$ cat src/rtl/egg_timer_pkg.sv
// Shared egg-timer UI definitions: FSM encoding for the button
// autorepeat block and default tick constants reused by other UI blocks.
package egg_timer_pkg;

  typedef enum logic [1:0] {
    ST_IDLE    = 2'd0,
    ST_DELAY   = 2'd1,
    ST_REPEAT  = 2'd2,
    ST_LOCKOUT = 2'd3
  } btn_state_e;

  localparam int DEF_DELAY_TICKS  = 3;
  localparam int DEF_REPEAT_TICKS = 1;
  localparam int DEF_CNT_W        = 8;
  localparam int DEF_ACCEL_AFTER  = 4;
  localparam int DEF_FAST_TICKS   = 1;

endpackage

$ cat src/rtl/button_autorepeat_if.sv
// Control/strobe bundle between the divider/debouncer side and the
// button autorepeat block.
interface button_autorepeat_if;
  logic tick_en;
  logic btn_level;
  logic enable;
  logic step_pulse;
  logic held;
  logic fast;

  modport master (
    output tick_en,
    output btn_level,
    output enable,
    input  step_pulse,
    input  held,
    input  fast
  );

  modport slave (
    input  tick_en,
    input  btn_level,
    input  enable,
    output step_pulse,
    output held,
    output fast
  );
endinterface

$ cat src/rtl/sync_2ff.sv
// Parameterizable-width two-flop synchronizer with async active-high
// reset, shared by all button inputs.
module sync_2ff #(
  parameter int W = 1
) (
  input  logic         clk,
  input  logic         reset,
  input  logic [W-1:0] i_d,
  output logic [W-1:0] o_q
);
  logic [W-1:0] r_meta;
  logic [W-1:0] r_sync;

  always_ff @(posedge clk or posedge reset) begin
    if (reset) begin
      r_meta <= '0;
      r_sync <= '0;
    end else begin
      r_meta <= i_d;
      r_sync <= r_meta;
    end
  end

  assign o_q = r_sync;
endmodule

$ cat src/rtl/button_autorepeat.sv
// Button press -> increment strobes with hold delay and repeat cadence.
// Optional accelerated cadence when BTN_ACCEL_EN is defined.
module button_autorepeat
  import egg_timer_pkg::*;
#(
  parameter int DELAY_TICKS  = DEF_DELAY_TICKS,
  parameter int REPEAT_TICKS = DEF_REPEAT_TICKS,
  parameter int CNT_W        = DEF_CNT_W,
  parameter int ACCEL_AFTER  = DEF_ACCEL_AFTER,
  parameter int FAST_TICKS   = DEF_FAST_TICKS
) (
  input logic          clk,
  input logic          reset,
  button_autorepeat_if.slave bus
);
  localparam logic [CNT_W-1:0] LP_DLY = CNT_W'(DELAY_TICKS);
  localparam logic [CNT_W-1:0] LP_REP = CNT_W'(REPEAT_TICKS);

  btn_state_e       r_state;
  logic [CNT_W-1:0] r_cnt;
  logic             r_step_pulse;
  logic             r_held;
  logic             w_btn_s;
  logic [CNT_W-1:0] w_cnt_inc;
  logic [CNT_W-1:0] w_period;

  sync_2ff #(.W(1)) u_sync (
    .clk   (clk),
    .reset (reset),
    .i_d   (bus.btn_level),
    .o_q   (w_btn_s)
  );

  assign w_cnt_inc = r_cnt + 1'b1;

`ifdef BTN_ACCEL_EN
  localparam logic [CNT_W-1:0] LP_FST = CNT_W'(FAST_TICKS);
  localparam logic [CNT_W-1:0] LP_ACC = CNT_W'(ACCEL_AFTER);

  logic [CNT_W-1:0] r_rep;
  logic             r_fast;
  logic             w_rep_sat;

  assign w_rep_sat = (r_rep == LP_ACC);
  assign w_period  = (r_state == ST_DELAY) ? LP_DLY :
                     w_rep_sat             ? LP_FST : LP_REP;
  assign bus.fast  = r_fast;
`else
  assign w_period  = (r_state == ST_DELAY) ? LP_DLY : LP_REP;
  assign bus.fast  = 1'b0;
`endif

  always_ff @(posedge clk or posedge reset) begin
    if (reset) begin
      r_state      <= ST_IDLE;
      r_cnt        <= '0;
      r_step_pulse <= 1'b0;
      r_held       <= 1'b0;
`ifdef BTN_ACCEL_EN
      r_rep        <= '0;
      r_fast       <= 1'b0;
`endif
    end else begin
      r_step_pulse <= 1'b0;
      case (r_state)
        ST_IDLE: begin
          r_cnt <= '0;
          if (w_btn_s) begin
            if (bus.enable) begin
              r_state      <= ST_DELAY;
              r_step_pulse <= 1'b1;
              r_held       <= 1'b1;
            end else begin
              r_state <= ST_LOCKOUT;
            end
          end
        end
        ST_DELAY, ST_REPEAT: begin
          // release outranks disable, which outranks a terminal count
          if (!w_btn_s || !bus.enable) begin
            r_state <= w_btn_s ? ST_LOCKOUT : ST_IDLE;
            r_cnt   <= '0;
            r_held  <= 1'b0;
`ifdef BTN_ACCEL_EN
            r_rep   <= '0;
            r_fast  <= 1'b0;
`endif
          end else if (bus.tick_en) begin
            if (w_cnt_inc == w_period) begin
              r_step_pulse <= 1'b1;
              r_cnt        <= '0;
              r_state      <= ST_REPEAT;
`ifdef BTN_ACCEL_EN
              if (r_state == ST_REPEAT && !w_rep_sat) begin
                r_rep <= r_rep + 1'b1;
                if ((r_rep + 1'b1) == LP_ACC) r_fast <= 1'b1;
              end
`endif
            end else begin
              r_cnt <= w_cnt_inc;
            end
          end
        end
        ST_LOCKOUT: begin
          r_cnt <= '0;
          if (!w_btn_s) r_state <= ST_IDLE;
        end
        default: r_state <= ST_IDLE;
      endcase
    end
  end

  assign bus.step_pulse = r_step_pulse;
  assign bus.held       = r_held;
endmodule

$ cat src/flat_wrapper.sv
// flat-port wrapper written by rule: the top's interface ports become plain ports
module button_autorepeat_flat import egg_timer_pkg::*;
#(
  parameter int DELAY_TICKS  = DEF_DELAY_TICKS,
  parameter int REPEAT_TICKS = DEF_REPEAT_TICKS,
  parameter int CNT_W        = DEF_CNT_W,
  parameter int ACCEL_AFTER  = DEF_ACCEL_AFTER,
  parameter int FAST_TICKS   = DEF_FAST_TICKS
)
  (clk, reset, bus_tick_en, bus_btn_level, bus_enable, bus_step_pulse, bus_held, bus_fast);
  button_autorepeat_if bus_i ();
  input logic clk;
  input logic reset;
  input wire logic [$bits(bus_i.tick_en)-1:0] bus_tick_en;
  input wire logic [$bits(bus_i.btn_level)-1:0] bus_btn_level;
  input wire logic [$bits(bus_i.enable)-1:0] bus_enable;
  output wire logic [$bits(bus_i.step_pulse)-1:0] bus_step_pulse;
  output wire logic [$bits(bus_i.held)-1:0] bus_held;
  output wire logic [$bits(bus_i.fast)-1:0] bus_fast;
  assign bus_i.tick_en = bus_tick_en;
  assign bus_i.btn_level = bus_btn_level;
  assign bus_i.enable = bus_enable;
  assign bus_step_pulse = bus_i.step_pulse;
  assign bus_held = bus_i.held;
  assign bus_fast = bus_i.fast;
  button_autorepeat #(.DELAY_TICKS(DELAY_TICKS), .REPEAT_TICKS(REPEAT_TICKS), .CNT_W(CNT_W), .ACCEL_AFTER(ACCEL_AFTER), .FAST_TICKS(FAST_TICKS)) u_core (.clk(clk), .reset(reset), .bus(bus_i));
endmodule
$ cat config.mk
export PLATFORM = sky130hd
export DESIGN_NAME = button_autorepeat_flat
export DESIGN_NICKNAME = d
export VERILOG_FILES = /design/src/rtl/egg_timer_pkg.sv /design/src/rtl/button_autorepeat_if.sv /design/src/rtl/sync_2ff.sv /design/src/rtl/button_autorepeat.sv /design/src/flat_wrapper.sv
export SDC_FILE = /design/constraint.sdc
export NUM_CORES = 1
export LEC_CHECK = 0
export ABC_AREA = 1
export CORE_UTILIZATION = 50
export CTS_CLUSTER_SIZE = 16
export DETAILED_ROUTE_END_ITERATION = 10
export DONT_BUFFER_PORTS = 1
export GPL_TIMING_DRIVEN = 0
export PLACE_DENSITY = 0.77
export REMOVE_ABC_BUFFERS = 1
export SYNTH_ARGS = -nofsm -noshare
export SYNTH_HDL_FRONTEND = slang
export SYNTH_SLANG_ARGS = --single-unit
$ cat constraint.sdc
create_clock -name clk -period 1.64 [get_ports clk]
set_input_delay 0.164 -clock clk [delete_from_list [all_inputs] [get_ports clk]]
set_output_delay 0.164 -clock clk [all_outputs]
set_load 0.05 [all_outputs]
## After elaboration in Yosys (flattened, before gate mapping)

Cells that the tools add are included.

- Bitwise logic cells: 0
- Multipliers: 0
- Reduce and logical (&&, ||, !) cells: 9
- Div/mod/pow operators: 0
- Order comparisons: 0
- Eq/ne operators: 10
- Shift operators: 0
- Muxes and demuxes: 23
- Add/sub/neg operators: 1

Operators by type and width:

| operator | number |
|---|---|
| 8-bit 2-to-1 mux | 3 |
| 2-bit 2-to-1 mux | 8 |
| 8-bit case mux with 2 select lines | 1 |
| 8-bit by 1-bit adder with 8-bit output (second input constant) | 1 |
| 8-bit equality test | 1 |
| 1-bit 2-to-1 mux | 8 |
| 4-bit AND reduction | 2 |
| 2-bit inequality test (second input constant) | 3 |
| 2-bit case mux with 3 select lines | 1 |
| 2-bit equality test (second input constant) | 2 |
| 1-bit case mux with 2 select lines | 2 |
| 2-bit OR reduction | 2 |
| 3-bit by 1-bit inequality test with 1-bit output (second input constant) | 1 |
| 3-bit by 2-bit inequality test with 1-bit output (second input constant) | 1 |
| 2-bit by 1-bit equality test with 1-bit output (second input constant) | 1 |
| 1-bit zero test | 2 |
| 2-bit zero test | 1 |
| 2-bit by 1-bit inequality test with 1-bit output (second input constant) | 1 |
| 2-bit nonzero test | 1 |
| 1-bit logical OR | 1 |

- Memory bits (writable): 0
- Latch bits: 0
- Memories: 0
- Bits in read-only memories: 0
- Input port bits: 5
- Register bits: 14
- Output and inout port bits: 3
- Word-level logic and storage cells: 49

## Depth between registers and ports, before layout

- Depth after elaboration: 7
- Gate-level depth with buffers: 11
- Depth with buffers taken out: 11

## Cells and area by module

Synthesis repeated with hierarchy kept, for this count alone.

- Cell total of the unflattened synthesis: 115
- Area total of the unflattened synthesis: 905.9 sq um

Modules (own cells, without submodules):

| module | cells each | area an instance (sq um) | times used | sequential area each (sq um) |
|---|---|---|---|---|
| button_autorepeat | 112 | 852.1 | 1 | 300.3 |
| sync_2ff | 3 | 53.8 | 1 | 50.0 |

## Worst setup path after synthesis

Ideal clock, no wire load.

- Kind: reg2reg
- Start: register u_core.r_state[0]
- End: register u_core.r_state[0]
- Setup slack: -106 ps
- Clock period less this slack: 1746 ps
- Buffers on the path: 0
- Arrival time: 1629 ps
- Setup time: 117 ps
- Required time: 1523 ps
- Cell stages (with the launch flop): 11
- Path through: dfrtp_1 > inv_1 > ha_1 > nand2_1 > nor2_1 > nand2_1 > inv_2 > a211oi_1 > nand2_2 > nand2_1 > nand2_1

- Word-level cells in the longest chain between the ends: 5
- Elaborated cells between the ends (all ways): 13
- Those cells by class: 8 x eq/ne; 2 x mux; 3 x reduce/logical

Ends and longest elaborated chain:

| element | line | source |
|---|---|---|
| start: declaration | button_autorepeat.sv:19 | `btn_state_e r_state;` |
| start signal: assignment | button_autorepeat.sv:81 | `r_state <= w_btn_s ? ST_LOCKOUT : ST_IDLE;` |
| 2-bit by 1-bit equality test with 1-bit output | button_autorepeat.sv:49, button_autorepeat.sv:65 |  |
| 2-bit 2-to-1 mux | button_autorepeat.sv:49 | `assign w_period = (r_state == ST_DELAY) ? LP_DLY : LP_REP;` |
| 8-bit equality test | button_autorepeat.sv:89 | `if (w_cnt_inc == w_period) begin` |
| 3-bit by 1-bit inequality test with 1-bit output (no source line) | - |  |
| 4-bit AND reduction (no source line) | - |  |

Several ways; a longest one is shown, not always the timed one.
A chain may end at the register's enable or synchronous reset.

## Worst setup path after layout

- Start: register u_core.r_cnt[0]
- End: register u_core.r_cnt[0]

- Word-level cells in the longest chain between the ends: 6

Ends and longest elaborated chain:

| element | line | source |
|---|---|---|
| start: declaration | button_autorepeat.sv:20 | `logic [CNT_W-1:0] r_cnt;` |
| start signal: assignment | button_autorepeat.sv:100 | `r_cnt <= w_cnt_inc;` |
| 8-bit by 1-bit adder with 8-bit output * | button_autorepeat.sv:34 | `assign w_cnt_inc = r_cnt + 1'b1;` |
| 8-bit equality test | button_autorepeat.sv:89 |  |
| 8-bit 2-to-1 mux * | button_autorepeat.sv:89 |  |
| 8-bit 2-to-1 mux * | button_autorepeat.sv:88 | `end else if (bus.tick_en) begin` |
| 8-bit 2-to-1 mux * | button_autorepeat.sv:80 | `if (!w_btn_s \|\| !bus.enable) begin` |
| 8-bit case mux with 2 select lines * | button_autorepeat.sv:65 | `case (r_state)` |

Every way passes the cells marked *; elsewhere a longest branch is shown, timed or not. The select of a mux whose other input is x is not followed.

==> run metrics <==
status complete, but fails checks; failing checks negative setup slack; gpl congestion 0.813; hold_sp bus_tick_en; height of the die 43.3 um; vias in the first global route 662; Worst Hold Path Cells 2; RSZ-0062 raised after global routing true; antenna-violating nets left 0; Comb power frac 53.2%; Tightest Pin Transition 0.519 ns; pin count of the biggest net entering global routing 15; Setup WS post-layout -0.0282 ns; num rows 14; CTS Sinks 14; starting density of the core 55.2%; Psw 0.666 mW; most common cell after layout, fill and taps aside nand2_1; drt first pass iters 4; CTS tree done; Seq/Total Area, Yosys 41.2%; Clock Latency Late Sink 0.28 ns; Post-Syn Instances 108; Arr. time, crit path 1.84 ns; most frequent cells in the layout 24 x nand2_1, 12 x inv_1, 12 x dfrtp_1; maxcap violations 0; synthesized flop and latch total 14; synthesized area per cell 7.88 um^2; share of layout cells above drive strength 1 37.4%; Die Span X 43.3 um; post-DP HPWL 1190 um; crit share post-route 102%; FILL cells 101; post-synthesis cell type count 26; WL/cell 16.6 um; CP Launch Type register; Reg2Reg Launch Point u_core.r_cnt[0]; Total Power 1.57 mW; Reg2Reg Setup Slack -0.03 ns; DIE AREA 0.00187 mm^2; area delta synth->final 36.9%; Iter 0 DRT Violations 44; Primary FF master, synth dfrtp_1; via count 809; PwrDens 1350 mW/mm^2; pre-CTS worst setup slack -0.371 ns; asr flop ratio synth 100%; power share of the clock group 15.2%; Overflow after GRT 0; I/O pin count 8; total track usage 20.0%; Slew Limit Fails 0; Post-layout nets 134; mapped cell area 851 um^2; HP Class primary input to register; Core Region 0.00154 mm^2; Residual DRC 0; endpoint class of the critical path register; min Tclk post-route 1.67 ns; P_int 0.907 mW; Fin. Hold Viols 0; port bufs 0; R2R cell count 9; first-pass GRT wire length 2690 um; final setup violation count 5; total wire length 2300 um; Hold Slack 0.0576 ns; synth warn 0; worst r2r dst u_core.r_cnt[0]; Final Skew 0.00301 ns; H-tree level count 1; Post-synth EDFFs 0; Peak VDD IR 1.12 mV; ANT cells 0; CTS Buf Count 3; Vias/cell 5.82; clock slew at reported path FFs 0.07 ns; Slew headroom 65.4%; Min-Delay Endpoint u_core.r_cnt[0]; root buf cell clkbuf_4; sequential share of power 31.7%; Max Freq 599 MHz; initial antenna violation count 0; Lkg Pwr 0.539 nW; post-layout util 75.6%; critical setup path kind register to register; clock buffer depth 2; sw frac 42.3%; Worst Path Required 1.81 ns; crit-path max FO 4
==> power groups by stage <==
stage	Combinational, mW	Sequential (mW)	Clock [mW]
2_1_floorplan	0.342	0.499	0
3_3_place_gp	0.396	0.509	0
3_5_place_dp	0.406	0.513	0
4_1_cts	0.511	0.487	0.248
5_1_grt	0.888	0.503	0.257
6_report	0.836	0.498	0.239
==> routing by layer <==
layer	global-route usage (%)	vias to the layer above	share of wire (%)	routed length (um)
li1	-	376	-	-
met1	24.3	389	40	928
met2	30.4	40	50	1160
met3	8.51	4	7.8	179
met4	9.09	0	1.4	32
met5	0	-	0	0
==> per-stage QoR <==
step / std cells / TNS (ns) / area (um^2)
floorplan: 107 / -0.212 / 843
global placement: 123 / -1.19 / 863
detailed placement: 123 / -1.72 / 863
CTS: 133 / 0 / 972
global route: 139 / -0.543 / 1160
finish: 139 / -0.0952 / 1160
==> registers in the layout, indices dropped and copies added, names as in the netlist <==
register,cells
u_core.bus.held,1
u_core.bus.step_pulse,1
u_core.r_cnt,8
u_core.r_state,2
u_core.u_sync.o_q,1
u_core.u_sync.r_meta,1
==> layout make-up <==
cell class                 instances  area [um^2]  area share (%)
multi-input combinational         76          584            50.2
sequential                        14          353            30.3
timing repair buffer              12          103            8.81
inverter                          17         68.8            5.91
clock buffer                       4         36.3            3.11
tap                               16         20.0            1.72
==> worst max-delay path, stage by stage, from the launching register on <==
cell and delay [ns]:
dfrtp_1 0.43, buf_6 0.15, nand3_1 0.11, o21bai_1 0.18, nand2_1 0.13, nor2_4 0.17, nand3_4 0.10, buf_4 0.15
nand4_1 0.07, nand2_1 0.06
==> cells in the mapped netlist, types with 2 or more instances <==
cell,instances,share of area [%]
nor2_1,4,1.8
nor2_2,3,2.2
nand2_1,28,12
o22ai_1,2,1.5
a31oi_1,2,1.5
nand3_1,7,4.1
xor2_1,2,2.1
o21ai_0,5,2.9
inv_1,16,7.1
ha_1,5,7.4
nand4_1,2,1.5
nand3_2,2,2.4
a21oi_1,2,1.2
nand2_2,3,2.2
dfrtp_1,14,41
==> logic make-up after synthesis <==
logic type / count (synthesis) / share of synthesized area, %
buf+inv: 18 / 8.38
xor+xnor: 3 / 3.09
flops: 14 / 41.2
fa+ha+maj: 5 / 7.35
compound gates: 15 / 10.4
other cells: 1 / 0.441
simple gates: 52 / 29.1
==> worst max-delay path by stage <==
stage	startpoint	to	slack, ns	cells past startpoint
3_3_place_gp	u_core.r_state[0]	u_core.r_state[0]	-0.29	10
6_report	u_core.r_cnt[0]	u_core.r_cnt[0]	-0.03	9
3_5_place_dp	u_core.r_state[0]	u_core.r_state[0]	-0.37	10
2_1_floorplan	u_core.r_state[0]	u_core.r_state[0]	-0.11	10
5_1_grt	u_core.r_cnt[0]	u_core.r_cnt[0]	-0.13	9
4_1_cts	u_core.r_cnt[1]	u_core.r_state[1]	0.02	8
==> repair_timing <==
action,4_1_cts,5_1_grt
setup endpoints to repair,11,6
pin swaps,1,17
resized for setup,5,34
hold buffers,2,0
endpoints found under the hold margin,15,0
cloned,0,0
buffers inserted,4,6
No activity file was read; power rests on OpenSTA's default activity.
